`src/rtl/hazard_pkg.sv`:
```
// hazard_pkg: shared encodings and FSM state type for the pipeline hazard unit.
package hazard_pkg;
    localparam logic [1:0] FWD_RF = 2'b00;
    localparam logic [1:0] FWD_W = 2'b01;
    localparam logic [1:0] FWD_M = 2'b10;
    localparam logic [1:0] RES_SRC_MEM = 2'b01;
    typedef enum logic [1:0] {IDLE, LU_WAIT, MD_BUSY} hz_state_t;
endpackage

```
`src/rtl/hazard_unit_mc_if.sv`:
```
// hazard_unit_mc_if: datapath <-> hazard unit bundle; master is the datapath, slave the hazard unit.
interface hazard_unit_mc_if #(
    parameter int REG_AW = 5,
    parameter int CNT_W = 16
);
    logic [REG_AW-1:0] Rs1D, Rs2D, Rs1E, Rs2E, RdE, RdM, RdW;
    logic RegWriteM, RegWriteW;
    logic [1:0] ResultSrcE;
    logic PCSrcE, MdStartE, MdDoneE;
    logic [1:0] ForwardAE, ForwardBE;
    logic StallF, StallD, StallE, FlushD, FlushE, FlushM;
    logic [CNT_W-1:0] StallCnt, FlushCnt;
    modport master (
        output Rs1D, Rs2D, Rs1E, Rs2E, RdE, RdM, RdW, RegWriteM, RegWriteW,
               ResultSrcE, PCSrcE, MdStartE, MdDoneE,
        input  ForwardAE, ForwardBE, StallF, StallD, StallE, FlushD, FlushE, FlushM,
               StallCnt, FlushCnt
    );
    modport slave (
        input  Rs1D, Rs2D, Rs1E, Rs2E, RdE, RdM, RdW, RegWriteM, RegWriteW,
               ResultSrcE, PCSrcE, MdStartE, MdDoneE,
        output ForwardAE, ForwardBE, StallF, StallD, StallE, FlushD, FlushE, FlushM,
               StallCnt, FlushCnt
    );
endinterface

```
`src/rtl/hazard_fwd_sel.sv`:
```
// hazard_fwd_sel: forwarding select for one Execute operand; M beats W, x0 never forwards.
module hazard_fwd_sel
    import hazard_pkg::*;
#(
    parameter int REG_AW = 5
) (
    input  logic [REG_AW-1:0] rsE,
    input  logic [REG_AW-1:0] rdM,
    input  logic [REG_AW-1:0] rdW,
    input  logic              regWriteM,
    input  logic              regWriteW,
    output logic [1:0]        forward
);
    always_comb
        forward = (regWriteM && rdM != '0 && rsE == rdM) ? FWD_M :
                  (regWriteW && rdW != '0 && rsE == rdW) ? FWD_W : FWD_RF;
endmodule

```
`src/rtl/hazard_unit_mc.sv`:
```
// hazard_unit_mc: forwarding, load-use and MUL/DIV stalls, branch flush and saturating perf counters.
module hazard_unit_mc
    import hazard_pkg::*;
#(
    parameter int REG_AW = 5,
    parameter int LOAD_STALL = 1,
    parameter int CNT_W = 16
) (
    input  logic         clk,
    input  logic         rst_n,
    hazard_unit_mc_if.slave hz
);
    localparam logic [1:0] LU_INIT = (LOAD_STALL > 1) ? 2'(LOAD_STALL - 2) : 2'd0;
    hz_state_t state;
    logic [1:0] luCnt;
    logic [CNT_W-1:0] stallCnt, flushCnt;
    logic lu, luIdle, luStall, mdIdle, mdStall;
    hazard_fwd_sel #(.REG_AW(REG_AW)) fwdA (
        .rsE(hz.Rs1E), .rdM(hz.RdM), .rdW(hz.RdW),
        .regWriteM(hz.RegWriteM), .regWriteW(hz.RegWriteW), .forward(hz.ForwardAE)
    );
    hazard_fwd_sel #(.REG_AW(REG_AW)) fwdB (
        .rsE(hz.Rs2E), .rdM(hz.RdM), .rdW(hz.RdW),
        .regWriteM(hz.RegWriteM), .regWriteW(hz.RegWriteW), .forward(hz.ForwardBE)
    );
    // A taken branch squashes the load-use victim in D, so it suppresses the stall.
    always_comb begin
        lu = hz.ResultSrcE == RES_SRC_MEM && hz.RdE != '0 &&
             (hz.Rs1D == hz.RdE || hz.Rs2D == hz.RdE);
        luIdle = state == IDLE && lu && !hz.PCSrcE;
        luStall = luIdle || state == LU_WAIT;
        mdIdle = state == IDLE && hz.MdStartE && !hz.MdDoneE;
        mdStall = mdIdle || (state == MD_BUSY && !hz.MdDoneE);
    end
    assign hz.StallF = luStall || mdStall;
    assign hz.StallD = luStall || mdStall;
    assign hz.StallE = mdStall;
    assign hz.FlushM = mdStall;
    assign hz.FlushD = hz.PCSrcE;
    assign hz.FlushE = hz.PCSrcE || luStall;
    assign hz.StallCnt = stallCnt;
    assign hz.FlushCnt = flushCnt;
    always_ff @(posedge clk or negedge rst_n) begin
        if (!rst_n) begin
            state <= IDLE;
            luCnt <= '0;
        end else begin
            case (state)
                IDLE:
                    if (mdIdle) state <= MD_BUSY;
                    else if (luIdle && LOAD_STALL > 1) begin
                        luCnt <= LU_INIT;
                        state <= LU_WAIT;
                    end
                LU_WAIT:
                    if (luCnt == 2'd0) state <= IDLE;
                    else luCnt <= luCnt - 2'd1;
                MD_BUSY:
                    if (hz.MdDoneE) state <= IDLE;
                default: state <= IDLE;
            endcase
        end
    end
    always_ff @(posedge clk or negedge rst_n) begin
        if (!rst_n) begin
            stallCnt <= '0;
            flushCnt <= '0;
        end else begin
            if (hz.StallF && stallCnt != '1) stallCnt <= stallCnt + 1'b1;
            if (hz.PCSrcE && flushCnt != '1) flushCnt <= flushCnt + 1'b1;
        end
    end
endmodule
```
`src/flat_wrapper.sv`:
```
// flat-port wrapper written by rule: the top's interface ports become plain ports
module hazard_unit_mc_flat import hazard_pkg::*;
#(
    parameter int REG_AW = 5,
    parameter int LOAD_STALL = 1,
    parameter int CNT_W = 16
)
  (clk, rst_n, hz_Rs1D, hz_Rs2D, hz_Rs1E, hz_Rs2E, hz_RdE, hz_RdM, hz_RdW, hz_RegWriteM, hz_RegWriteW, hz_ResultSrcE, hz_PCSrcE, hz_MdStartE, hz_MdDoneE, hz_ForwardAE, hz_ForwardBE, hz_StallF, hz_StallD, hz_StallE, hz_FlushD, hz_FlushE, hz_FlushM, hz_StallCnt, hz_FlushCnt);
  hazard_unit_mc_if #(.REG_AW(REG_AW), .CNT_W(CNT_W)) hz_i ();
  input  logic clk;
  input  logic rst_n;
  input wire logic [$bits(hz_i.Rs1D)-1:0] hz_Rs1D;
  input wire logic [$bits(hz_i.Rs2D)-1:0] hz_Rs2D;
  input wire logic [$bits(hz_i.Rs1E)-1:0] hz_Rs1E;
  input wire logic [$bits(hz_i.Rs2E)-1:0] hz_Rs2E;
  input wire logic [$bits(hz_i.RdE)-1:0] hz_RdE;
  input wire logic [$bits(hz_i.RdM)-1:0] hz_RdM;
  input wire logic [$bits(hz_i.RdW)-1:0] hz_RdW;
  input wire logic [$bits(hz_i.RegWriteM)-1:0] hz_RegWriteM;
  input wire logic [$bits(hz_i.RegWriteW)-1:0] hz_RegWriteW;
  input wire logic [$bits(hz_i.ResultSrcE)-1:0] hz_ResultSrcE;
  input wire logic [$bits(hz_i.PCSrcE)-1:0] hz_PCSrcE;
  input wire logic [$bits(hz_i.MdStartE)-1:0] hz_MdStartE;
  input wire logic [$bits(hz_i.MdDoneE)-1:0] hz_MdDoneE;
  output wire logic [$bits(hz_i.ForwardAE)-1:0] hz_ForwardAE;
  output wire logic [$bits(hz_i.ForwardBE)-1:0] hz_ForwardBE;
  output wire logic [$bits(hz_i.StallF)-1:0] hz_StallF;
  output wire logic [$bits(hz_i.StallD)-1:0] hz_StallD;
  output wire logic [$bits(hz_i.StallE)-1:0] hz_StallE;
  output wire logic [$bits(hz_i.FlushD)-1:0] hz_FlushD;
  output wire logic [$bits(hz_i.FlushE)-1:0] hz_FlushE;
  output wire logic [$bits(hz_i.FlushM)-1:0] hz_FlushM;
  output wire logic [$bits(hz_i.StallCnt)-1:0] hz_StallCnt;
  output wire logic [$bits(hz_i.FlushCnt)-1:0] hz_FlushCnt;
  assign hz_i.Rs1D = hz_Rs1D;
  assign hz_i.Rs2D = hz_Rs2D;
  assign hz_i.Rs1E = hz_Rs1E;
  assign hz_i.Rs2E = hz_Rs2E;
  assign hz_i.RdE = hz_RdE;
  assign hz_i.RdM = hz_RdM;
  assign hz_i.RdW = hz_RdW;
  assign hz_i.RegWriteM = hz_RegWriteM;
  assign hz_i.RegWriteW = hz_RegWriteW;
  assign hz_i.ResultSrcE = hz_ResultSrcE;
  assign hz_i.PCSrcE = hz_PCSrcE;
  assign hz_i.MdStartE = hz_MdStartE;
  assign hz_i.MdDoneE = hz_MdDoneE;
  assign hz_ForwardAE = hz_i.ForwardAE;
  assign hz_ForwardBE = hz_i.ForwardBE;
  assign hz_StallF = hz_i.StallF;
  assign hz_StallD = hz_i.StallD;
  assign hz_StallE = hz_i.StallE;
  assign hz_FlushD = hz_i.FlushD;
  assign hz_FlushE = hz_i.FlushE;
  assign hz_FlushM = hz_i.FlushM;
  assign hz_StallCnt = hz_i.StallCnt;
  assign hz_FlushCnt = hz_i.FlushCnt;
  hazard_unit_mc #(.REG_AW(REG_AW), .LOAD_STALL(LOAD_STALL), .CNT_W(CNT_W)) u_core (.clk(clk), .rst_n(rst_n), .hz(hz_i));
endmodule
```
`config.mk`:
```
export PLATFORM = sky130hd
export DESIGN_NAME = hazard_unit_mc_flat
export DESIGN_NICKNAME = d
export VERILOG_FILES = /design/src/rtl/hazard_pkg.sv /design/src/rtl/hazard_unit_mc_if.sv /design/src/rtl/hazard_fwd_sel.sv /design/src/rtl/hazard_unit_mc.sv /design/src/flat_wrapper.sv
export SDC_FILE = /design/constraint.sdc
export NUM_CORES = 1
export LEC_CHECK = 0
export ABC_AREA = 1
export BUFFER_PORTS_ARGS = -buffer_cell sky130_fd_sc_hd__buf_2
export CORE_MARGIN = 4
export CORE_UTILIZATION = 40
export CTS_CLUSTER_SIZE = 14
export DETAILED_ROUTE_END_ITERATION = 7
export PLACE_DENSITY = 0.63
export SLEW_MARGIN = 40
export SYNTH_ARGS = -nofsm -noshare
export SYNTH_HDL_FRONTEND = slang
export SYNTH_SLANG_ARGS = --single-unit
```
`constraint.sdc`:
```
create_clock -name clk -period 2.4 [get_ports clk]
set_input_delay 0.6 -clock clk [delete_from_list [all_inputs] [get_ports clk]]
set_output_delay 0.6 -clock clk [all_outputs]
set_load 0.005 [all_outputs]
```
### After elaboration in Yosys (flattened, before gate mapping)

Index checks and enable logic that the tools add are counted.

| cells by class | value |
|---|---|
| bitwise operators | 1 |
| reductions and logical operators | 29 |
| multiplexer cells | 8 |
| $add $sub $neg | 3 |
| equality and inequality tests | 14 |

Operator list:

| cell | count |
|---|---|
| 16-bit by 1-bit adder with 16-bit output (second input constant) | 2 |
| 16-bit inequality test (second input constant) | 2 |
| 5-bit == test | 6 |
| 1-bit logical AND | 15 |
| 5-bit nonzero test | 3 |
| 2-bit 2-to-1 mux | 5 |
| 2-bit case mux with 3 select lines | 1 |
| 1-bit logical OR | 5 |
| 2-bit by 1-bit == test with 1-bit output (second input constant) | 2 |
| 2-bit zero test | 2 |
| 2-bit inequality test (second input constant) | 2 |
| 3-bit AND reduction | 1 |
| 2-bit == test (second input constant) | 1 |
| 1-bit zero test | 2 |
| 1-bit 2-to-1 mux | 2 |
| 2-bit by 1-bit inequality test with 1-bit output (second input constant) | 1 |
| 2-bit AND reduction | 1 |
| 2-bit by 1-bit subtractor with 2-bit output (second input constant) | 1 |
| 1-bit inverter | 1 |

| word-level totals | value |
|---|---|
| output and inout port bits | 42 |
| flip-flop bits (word level) | 36 |
| input port bits | 44 |

### Logic depth before layout (Yosys ltp)

Gate-level depths: netlist (run 1).

| logic depth | value |
|---|---|
| depth in word-level cells | 8 |
| gate-level depth with buffers | 12 |
| gate-level depth less buffers | 11 |

### Cells and area by module

Synthesis (run 1) repeated with hierarchy kept, for this count alone.

| second synthesis, totals | value |
|---|---|
| cell total of the unflattened synthesis | 368 |
| area total of the unflattened synthesis | 2423.6 um^2 |

Modules (own cells, without submodules):

| module | area each (um^2) | seq. area each (um^2) | cells an instance | instances |
|---|---|---|---|---|
| hazard_unit_mc | 2000.7 | 825.8 | 268 | 1 |
| hazard_fwd_sel | 211.5 | 0.0 | 50 | 2 |

### Least setup slack after synthesis (run 1)

Ideal clock, no wire load.

| timing | value |
|---|---|
| path type | input port to output port |
| start point | input port hz_Rs2D[3] |
| end point | output port hz_StallF |
| required time | 1.800 ns |
| arrival time | 1.369 ns |
| path buffers | 2 |
| stages | 10 |
| setup slack | 0.431 ns |
| path through | inv_1 nand2_1 nand2_1 nor2_1 nand3_1 nand2_1 nand3_1 nand2_2 buf_4 buf_4 |

| between the ends | value |
|---|---|
| longest elaborated chain between the ends | 7 |

Ends and longest elaborated chain:

| what | line | source |
|---|---|---|
| from (decl) | flat_wrapper.sv:13 | `input wire logic [$bits(hz_i.Rs2D)-1:0] hz_Rs2D;` |
| 5-bit == test | hazard_unit_mc.sv:29 | `(hz.Rs1D == hz.RdE \|\| hz.Rs2D == hz.RdE);` |
| 1-bit logical OR | hazard_unit_mc.sv:29 |  |
| 1-bit logical AND | hazard_unit_mc.sv:28 | `lu = hz.ResultSrcE == RES_SRC_MEM && hz.RdE != '0 &&` |
| 1-bit logical AND (2 in series) | hazard_unit_mc.sv:30 | `luIdle = state == IDLE && lu && !hz.PCSrcE;` |
| 1-bit logical OR | hazard_unit_mc.sv:31 | `luStall = luIdle \|\| state == LU_WAIT;` |
| 1-bit logical OR | n/a |  |
| to (decl) | flat_wrapper.sv:27 | `output wire logic [$bits(hz_i.StallF)-1:0] hz_StallF;` |

Every way passes these cells.

### Worst setup path in the final report (run 1)

| timing | value |
|---|---|
| start point | input port hz_RdM[3] |
| end point | output port hz_ForwardBE[0] |

| between the ends | value |
|---|---|
| longest elaborated chain between the ends | 4 |
| elaborated cells between the ends (all ways) | 5 |
| those cells by class | 1 x eq/ne; 1 x mux; 3 x reduce/logical |

Ends and longest elaborated chain:

| what | line | source |
|---|---|---|
| from (decl) | flat_wrapper.sv:17 | `input wire logic [$bits(hz_i.RdM)-1:0] hz_RdM;` |
| 5-bit nonzero test | hazard_fwd_sel.sv:15 | `forward = (regWriteM && rdM != '0 && rsE == rdM) ? FWD_M :` |
| 1-bit logical AND | hazard_fwd_sel.sv:15 |  |
| 1-bit logical AND * | hazard_fwd_sel.sv:15 |  |
| 2-bit 2-to-1 mux * | hazard_fwd_sel.sv:15 |  |
| to (decl) | flat_wrapper.sv:26 | `output wire logic [$bits(hz_i.ForwardBE)-1:0] hz_ForwardBE;` |

Every way passes the cells marked *; elsewhere a longest branch is shown, timed or not.

==> metrics.txt, run 1 <==
wirelength, routed 6040 um; final critical-path required period 2.13 ns; unrepaired setup endpoints after global routing no; share of the synthesized area in the top cell type 33.5%; transition time at the pin with the least slew margin 0.470 ns; cell with the biggest individual delay on the critical path sky130_fd_sc_hd__nor4_1; Detail Route Antenna Nets 0; Post-Syn Area per Cell 7.02 um^2; per-cell routed wire length 11.8 um; clk slew on worst S/H paths 0.07 ns; number of global-route vias before repair 2,381; met2 usage in global routing 28.9%; Final Hold Viols 0; Post-Synthesis Net Count 397; antenna cell count 0; clock tree from TritonCTS yes; PostCTS Resize Cnt 0; reg-to-reg slack, setup 0.51 ns; boundary pin count 86; maximum clock rate 469 MHz; largest net degree at the start of global routing 34; number of instances in the synthesized netlist 351; per-cell via count in the routed design 4.84; cell area after synthesis 2460 um^2; final worst hold slack 0.243 ns; Clock Power Share 29.8%; Most Crowded Layer GR met2; maximum level of the CTS H-tree 2; sequence of cells on the critical path buf_2 -> nor2_1 -> nand2_1 -> o21ai_0 -> nor4_1 -> nor3_1 -> buf_2; number of buffers inserted during clock tree synthesis 5; Post-Place Cells 505; critical path's largest stage delay 0.40 ns; peak fanout along the critical path 3; global-route wire length before repair 10,200 um; design area 3060 um^2; dpl cell area 2940 um^2; Final Wtd Congestion 0.853; final total negative setup slack 0 ns; critical path class in2out; HP Class in2async; launch instance of the worst register-to-register path u_core.hz.FlushCnt[0]; share of the yosys chip area belonging to registers 33.5%; number of unique standard cell types used by synthesis 26; max_slew headroom 68.5%; die boundary height 86.5 um; Net count, final 483; final cell utilization of the core 51.3%; fill cell total of the finished layout 625; maximum vdd drop 0.000466 V; placed wire-length estimate after detailed placement 4860 um; area growth from synthesis to layout 24.0%; antenna violations before repair 0; total internal power 0.00122 W; GR Overflow Total 0; initial standard-cell utilization of the core 41.4%; cts-stage hold buffer count 0; run status complete, no violations; number of sinks driven by the clock tree 33; area of the die 7480 um^2; number of buffers inserted by post-CTS setup repair 0; required time at the worst-slack endpoint 1.80 ns; post-synthesis register bit count 33; proportion of total power due to net switching 34.0%; final clock skew 0.00460 ns; synth top area cells sky130_fd_sc_hd__dfrtp_1 34%, sky130_fd_sc_hd__nand2_1 16%, sky130_fd_sc_hd__xor2_1 9.2%, sky130_fd_sc_hd__nand3_1 7.3%, sky130_fd_sc_hd__xnor2_1 5.7%; met3 Track Usage GR 3.80%; routed via count 2,481; sequential share of power 41.4%; crit-path most repeated cell sky130_fd_sc_hd__buf_2; final instance count without filler cells 513; maximum count of clock buffers along a single path 2; # rows 28; share of layout cells above drive strength 1 27.2%; switching component of the power 0.000629 W; DRC violation count after routing 0; Worst R2R Path Depth 8; Global Route met1 Usage 20.5%; Logic pwr share 28.8%; critical register-to-register path endpoint u_core.hz.FlushCnt[9]; leakage power of the design 1.64 nW; count of yosys warnings during synthesis 0; cell type with the largest total area after synthesis sky130_fd_sc_hd__dfrtp_1; total routing resource utilization after global routing 16.7%; cell chosen for the clock root sky130_fd_sc_hd__clkbuf_8; horizontal extent of the die 86.5 um; Final Cycle Share 88.9%; first drt pass iteration count 4; total power divided by cell area 605 nW/um^2; number of buffer cells added on primary ports 85; Critical Path Sink Type output port; type of element launching the critical path primary input; area of the core 5960 um^2; max-slew violations 0; number of DRC markers after the initial detailed-route iteration 67; data arrival at the endpoint of the critical path 1.53 ns; setup violators final 0; clk_lat worst skew 0.29 ns; total of max-cap violations 0
## worst max path at each step
| stage | cells past startpoint | from | end | slack [ns] |
|---|---|---|---|---|
| 6_report | 7 | hz_RdM[3] | hz_ForwardBE[0] | 0.27 |
| 5_1_grt | 10 | hz_RdE[4] | hz_StallD | 0.17 |
| 4_1_cts | 7 | hz_RdM[3] | hz_ForwardBE[0] | 0.30 |
| 3_5_place_dp | 7 | hz_RdM[3] | hz_ForwardBE[0] | 0.30 |
| 3_3_place_gp | 6 | hz_RdM[0] | hz_ForwardBE[0] | 0.25 |
| 2_1_floorplan | 10 | hz_Rs2D[3] | hz_StallF | 0.43 |
## cells in the final DEF (no fill, tap or decap), types with 3 or more instances in the layout
cell type                  synthesis  final
sky130_fd_sc_hd__nand3_1          36     36
sky130_fd_sc_hd__o21ai_2           5      5
sky130_fd_sc_hd__nand2_1         108    108
sky130_fd_sc_hd__clkbuf_8          0      6
sky130_fd_sc_hd__inv_1            35     35
sky130_fd_sc_hd__nand3_2           3      3
sky130_fd_sc_hd__dfrtp_1          33     33
sky130_fd_sc_hd__buf_4             7      4
sky130_fd_sc_hd__xnor2_1          16     16
sky130_fd_sc_hd__nor2_1           30     30
sky130_fd_sc_hd__xor2_1           26     26
sky130_fd_sc_hd__nand4_1           5      5
sky130_fd_sc_hd__inv_2            11     11
sky130_fd_sc_hd__o21ai_1           4      4
sky130_fd_sc_hd__nor3_1           16     16
sky130_fd_sc_hd__buf_2             1     84
## through the flow
stage / worst slack, ns / power, W
6_report: 0.267 / 0.00185
3_5_place_dp: 0.296 / 0.00131
3_3_place_gp: 0.251 / 0.00130
5_1_grt: 0.173 / 0.00199
4_1_cts: 0.296 / 0.00187
2_1_floorplan: 0.431 / 0.00108
## critical path: cells and delay by family
family | cells | cell delay [ns]
buf+inv | 2 | 0.26
simple gates | 4 | 0.58
compound gates | 1 | 0.10
## Yosys cell counts
| master | instances |
|---|---|
| sky130_fd_sc_hd__nor2_1 | 30 |
| sky130_fd_sc_hd__nand2_1 | 108 |
| sky130_fd_sc_hd__o21ai_2 | 5 |
| sky130_fd_sc_hd__o21ai_1 | 4 |
| sky130_fd_sc_hd__o21ai_0 | 2 |
| sky130_fd_sc_hd__inv_2 | 11 |
| sky130_fd_sc_hd__xor2_1 | 26 |
| sky130_fd_sc_hd__a41oi_1 | 1 |
| sky130_fd_sc_hd__nand2_2 | 2 |
| sky130_fd_sc_hd__nand4_1 | 5 |
| sky130_fd_sc_hd__inv_1 | 35 |
| sky130_fd_sc_hd__buf_2 | 1 |
| sky130_fd_sc_hd__nor3_1 | 16 |
| sky130_fd_sc_hd__nand4_2 | 1 |
| sky130_fd_sc_hd__nor2_4 | 1 |
| sky130_fd_sc_hd__buf_6 | 1 |
| sky130_fd_sc_hd__nand3_2 | 3 |
| sky130_fd_sc_hd__nand3b_1 | 1 |
| sky130_fd_sc_hd__dfrtp_1 | 33 |
| sky130_fd_sc_hd__clkinv_1 | 1 |
| sky130_fd_sc_hd__nor4_1 | 2 |
| sky130_fd_sc_hd__nor4_4 | 1 |
| sky130_fd_sc_hd__buf_4 | 7 |
| sky130_fd_sc_hd__xnor2_1 | 16 |
| sky130_fd_sc_hd__ha_1 | 2 |
| sky130_fd_sc_hd__nand3_1 | 36 |
## power groups by stage
stage | logic (W) | clock network (W) | registers, W
floorplan | 0.000318 | 0 | 0.000766
global placement | 0.000528 | 0 | 0.000774
detailed placement | 0.000537 | 0 | 0.000776
CTS | 0.000541 | 0.000563 | 0.000765
global route | 0.000617 | 0.000581 | 0.000787
finish | 0.000533 | 0.000552 | 0.000765
## layout make-up
cell class	count	area, um^2	area share (%)
multi-input combinational	262	1390	45.6
sequential	33	826	27.0
timing repair buffer	88	450	14.7
inverter	47	176	5.77
tap	75	93.8	3.07
clock buffer	7	86.3	2.83
clock inverter	1	30.0	0.983
## flip-flops by register name, summed over array words and instances, names as in the netlist
name                cells
u_core.hz.FlushCnt     16
u_core.hz.StallCnt     16
u_core.state            1
## layer usage
metal | share of wire (%) | wire, um | up-vias
met5 | 0 | 0 | -
met4 | 1.8 | 106 | 0
met3 | 6.9 | 415 | 14
met2 | 47 | 2840 | 73
met1 | 44 | 2690 | 1125
li1 | - | - | 1269
## logic make-up (layout without fill, tap and decap cells)
family | count (synthesis) | after routing | share of synthesized area [%]
xor+xnor | 42 | 42 | 14.9
simple gates | 206 | 206 | 37.2
flops | 33 | 33 | 33.5
fa+ha+maj | 2 | 2 | 1.02
compound gates | 12 | 12 | 3.35
buf+inv | 56 | 143 | 9.95
No activity file was read; power rests on OpenSTA's default activity.
==> inputs of run 2 (changes only) <==
Settings changed: CTS_BUF_LIST set to sky130_fd_sc_hd__clkbuf_8.
==> metrics.txt, run 2 (synthesized netlist as in run 1, its figures left out) <==
area of the die 7480 um^2; final clock skew 0.00495 ns; Final Wtd Congestion 0.853; placed wire-length estimate after detailed placement 4860 um; final worst hold slack 0.243 ns; Final Hold Viols 0; Logic pwr share 28.9%; type of element launching the critical path primary input; number of sinks driven by the clock tree 33; antenna cell count 0; number of buffers inserted during clock tree synthesis 5; fill cell total of the finished layout 625; maximum level of the CTS H-tree 2; cell with the biggest individual delay on the critical path sky130_fd_sc_hd__nor4_1; share of layout cells above drive strength 1 27.2%; maximum count of clock buffers along a single path 2; met1 wire length 2690 um; initial standard-cell utilization of the core 41.4%; DRC violation count after routing 0; leakage power of the design 1.64 nW; sequence of cells on the critical path buf_2 -> nor2_1 -> nand2_1 -> o21ai_0 -> nor4_1 -> nor3_1 -> buf_2; met2 routed wirelength 2830 um; clock tree from TritonCTS yes; Final Cycle Share 88.9%; max-slew violations 0; Detail Route Antenna Nets 0; routed via count 2,477; area of the core 5960 um^2; wirelength, routed 6040 um; largest net degree at the start of global routing 34; per-cell routed wire length 11.8 um; per-cell via count in the routed design 4.83; number of buffers inserted by post-CTS setup repair 0; clk slew on worst S/H paths 0.07 ns; first drt pass iteration count 4; total of max-cap violations 0; Critical Path Sink Type output port; Top Metal Used met4; maximum clock rate 469 MHz; PostCTS Resize Cnt 0; clk_lat worst skew 0.29 ns; die boundary height 86.5 um; number of buffer cells added on primary ports 85; final critical-path required period 2.13 ns; number of DRC markers after the initial detailed-route iteration 67; global-route wire length before repair 10,200 um; number of global-route vias before repair 2,381; max_slew headroom 68.5%; slack of the critical path 0.267 ns; critical path class in2out; boundary pin count 86; GR Overflow Total 0; Net count, final 483; critical path's largest stage delay 0.40 ns; final total negative setup slack 0 ns; total routing resource utilization after global routing 16.7%; launch instance of the worst register-to-register path u_core.hz.FlushCnt[0]; critical path startpoint hz_RdM[3]; maximum vdd drop 0.000466 V; cts-stage hold buffer count 0; # rows 28; HP Class in2async; switching component of the power 0.000629 W; transition time at the pin with the least slew margin 0.470 ns; data arrival at the endpoint of the critical path 1.53 ns; Clock Power Share 29.7%; run status complete, no violations; peak fanout along the critical path 3; worst slack, placed 0.296 ns; horizontal extent of the die 86.5 um; sequential share of power 41.4%; setup violators final 0; most frequent cells in the layout 108 x sky130_fd_sc_hd__nand2_1, 84 x sky130_fd_sc_hd__buf_2, 36 x sky130_fd_sc_hd__nand3_1, 36 x sky130_fd_sc_hd__inv_1, 33 x sky130_fd_sc_hd__dfrtp_1; total internal power 0.00122 W; required time at the worst-slack endpoint 1.80 ns; area growth from synthesis to layout 24.0%; unrepaired setup endpoints after global routing no; most common library cell in the layout ignoring fill and taps sky130_fd_sc_hd__nand2_1; cell chosen for the clock root sky130_fd_sc_hd__clkbuf_8; antenna violations before repair 0; proportion of total power due to net switching 34.1%; routed wl met3 415 um; crit-path most repeated cell sky130_fd_sc_hd__buf_2; total power divided by cell area 604 nW/um^2
[run 2: cell count changes in the layout (fill, tap and decap cells not counted)]
cell / before / now
sky130_fd_sc_hd__clkbuf_1: 1 / 0
sky130_fd_sc_hd__inv_1: 35 / 36
[run 2: worst paths after layout]
check                                              end  slack (ns)  depth (start not counted)
min in group clk                       u_core.state[1]        0.48                          2
worst min-delay path             u_core.hz.FlushCnt[5]        0.24                          1
max in group asynchronous        u_core.hz.StallCnt[3]        1.84                          1
worst max register to register   u_core.hz.FlushCnt[9]        0.51                          8
worst max-delay path                   hz_ForwardBE[0]        0.27                          7
worst min register to register  u_core.hz.StallCnt[15]        0.50                          2
[run 2: through the flow]
step | std cells | area [um^2] | utilization (%) | power (W)
finish | 513 | 3060 | 51.3 | 0.00185
global route | 513 | 3060 | 51.3 | 0.00198
CTS | 513 | 3050 | 51.3 | 0.00186
detailed placement | 505 | 2940 | 49.3 | 0.00131
global placement | 505 | 2940 | 49.3 | 0.00130
floorplan | 351 | 2460 | - | 0.00108
[run 2: worst max-delay path: cells and delay by family]
family                 cells  cell delay (ns)
AND/OR/NAND/NOR            4             0.58
AO/OA/AOI/OAI              1             0.10
buffers and inverters      2             0.26
[run 2: cell type report]
type                       instances  area (um^2)  share of cell area, %
multi-input combinational        262         1390                   45.6
tap                               75         93.8                   3.07
sequential                        33          826                   27.0
clock inverter                     2         33.8                   1.11
timing repair buffer              88          450                   14.7
clock buffer                       6         82.6                   2.70
inverter                          47          176                   5.77
[run 2: per-layer routing]
metal  track usage (%)  vias up
met5                 0        -
met4              5.38        0
met3              3.80       14
met2              28.9       73
met1              20.5     1121
li1                  -     1269
[run 2: power by group through the flow]
stage                     Clock (W)  Combinational (W)  Sequential [W]
final                      0.000548           0.000533        0.000765
after floorplan                   0           0.000318        0.000766
after global placement            0           0.000528        0.000774
after detailed placement          0           0.000537        0.000776
after CTS                  0.000557           0.000541        0.000765
after global routing       0.000577           0.000617        0.000787
==> inputs of run 3 (changes only) <==
Settings changed: PLACE_DENSITY 0.63 to 0.67.
==> metrics.txt, run 3 (synthesized netlist as in run 1, its figures left out) <==
run status complete, no violations; data arrival at the endpoint of the critical path 1.57 ns; DRC violation count after routing 0; final critical-path required period 2.17 ns; max-slew violations 0; sequential share of power 41.6%; reg-to-reg slack, setup 0.49 ns; cell with the biggest individual delay on the critical path sky130_fd_sc_hd__o21ai_0; proportion of total power due to net switching 34.1%; per-cell routed wire length 11.8 um; Logic pwr share 28.8%; required time at the worst-slack endpoint 1.80 ns; wirelength, routed 6030 um; per-cell via count in the routed design 4.80; antenna cell count 0; number of buffers inserted by post-CTS setup repair 0; Critical Path Sink Type output port; maximum level of the CTS H-tree 2; largest net degree at the start of global routing 34; horizontal extent of the die 86.5 um; number of buffer cells added on primary ports 85; total power draw 0.00185 W; launch instance of the worst register-to-register path u_core.hz.FlushCnt[0]; final worst hold slack 0.240 ns; # rows 28; Clock Power Share 29.6%; number of sinks driven by the clock tree 33; leakage power of the design 1.64 nW; HP Class in2async; final clock skew 0.00336 ns; placed wire-length estimate after detailed placement 4800 um; final total negative setup slack 0 ns; Final Wtd Congestion 0.877; clk_lat worst skew 0.29 ns; maximum vdd drop 0.000391 V; critical path class in2out; transition time at the pin with the least slew margin 0.423 ns; max_slew headroom 71.8%; clock tree from TritonCTS yes; Final Hold Viols 0; maximum count of clock buffers along a single path 2; cell chosen for the clock root sky130_fd_sc_hd__clkbuf_8; total of max-cap violations 0; most frequent cells in the layout 108 x sky130_fd_sc_hd__nand2_1, 84 x sky130_fd_sc_hd__buf_2, 36 x sky130_fd_sc_hd__nand3_1, 36 x sky130_fd_sc_hd__inv_1, 33 x sky130_fd_sc_hd__dfrtp_1; clk slew on worst S/H paths 0.07 ns; number of buffers inserted during clock tree synthesis 5; area of the core 5960 um^2; Final Cycle Share 90.3%; area growth from synthesis to layout 24.0%; critical register-to-register path endpoint u_core.hz.FlushCnt[9]; kind of cell adding the most delay to the critical path simple AND/OR/NAND/NOR gates; number of global-route vias before repair 2,352; sequence of cells on the critical path buf_2 -> nor2_1 -> nand2_1 -> o21ai_0 -> nor4_1 -> nor3_1 -> buf_2; peak fanout along the critical path 3; PostCTS Resize Cnt 0; setup violators final 0; most common library cell in the layout ignoring fill and taps sky130_fd_sc_hd__nand2_1; Worst R2R Path Depth 8; cts-stage hold buffer count 0; routed via count 2,460; total routing resource utilization after global routing 17.2%; antenna violations before repair 0; global-route wire length before repair 10,500 um; unrepaired setup endpoints after global routing no; area of the die 7480 um^2; Buf+Inv Stages, Crit Path 2; GR Overflow Total 0; critical path's largest stage delay 0.26 ns; share of layout cells above drive strength 1 27.2%; Net count, final 483; total internal power 0.00122 W; initial standard-cell utilization of the core 41.4%; die boundary height 86.5 um; crit-path most repeated cell sky130_fd_sc_hd__buf_2; switching component of the power 0.000631 W; maximum clock rate 461 MHz; type of element launching the critical path primary input; total power divided by cell area 605 nW/um^2; boundary pin count 86; Detail Route Antenna Nets 0; number of DRC markers after the initial detailed-route iteration 106; first drt pass iteration count 5
run 3: cell counts in the layout (fill, tap and decap cells not counted):
Identical to the previous run, type by type.
run 3: how the worst max path moves through the flow:
stage                    start               to  slack, ns  cells after the start
CTS                  hz_RdM[3]  hz_ForwardBE[0]       0.24                      7
detailed placement   hz_RdM[3]  hz_ForwardBE[0]       0.24                      7
floorplan           hz_Rs2D[3]        hz_StallF       0.43                     10
finish               hz_RdM[3]  hz_ForwardBE[0]       0.23                      7
global placement     hz_RdM[3]  hz_ForwardBE[0]       0.25                      7
global route         hz_RdE[1]        hz_StallF       0.13                     10
run 3: layout make-up:
type | count | area [um^2]
Clock inverter | 2 | 33.8
Timing Repair Buffer | 88 | 450
Inverter | 47 | 176
Tap cell | 75 | 93.8
Sequential cell | 33 | 826
Fill cell | 616 | 2900
Clock buffer | 6 | 82.6
Multi-Input combinational cell | 262 | 1390
run 3: metrics by stage:
stage               setup slack (ns)  util (%)  instance area, um^2  std cells
global route                   0.135      51.3                 3060        513
global placement               0.253      49.3                 2940        505
CTS                            0.237      51.3                 3050        513
floorplan                      0.431         -                 2460        351
detailed placement             0.242      49.3                 2940        505
finish                         0.233      51.3                 3060        513
run 3: layer usage:
layer,GRT usage [%],routed length (um),up-vias
met4,3.40,49,0
li1,-,-,1276
met3,4.47,395,7
met1,21.8,2650,1120
met2,29.6,2940,57
met5,0,0,-
run 3: power groups by stage:
stage               registers (W)  logic, W  clock network, W
global route             0.000788  0.000617          0.000585
global placement         0.000776  0.000522                 0
finish                   0.000769  0.000532          0.000548
detailed placement       0.000779  0.000535                 0
CTS                      0.000769  0.000539          0.000557
floorplan                0.000766  0.000318                 0
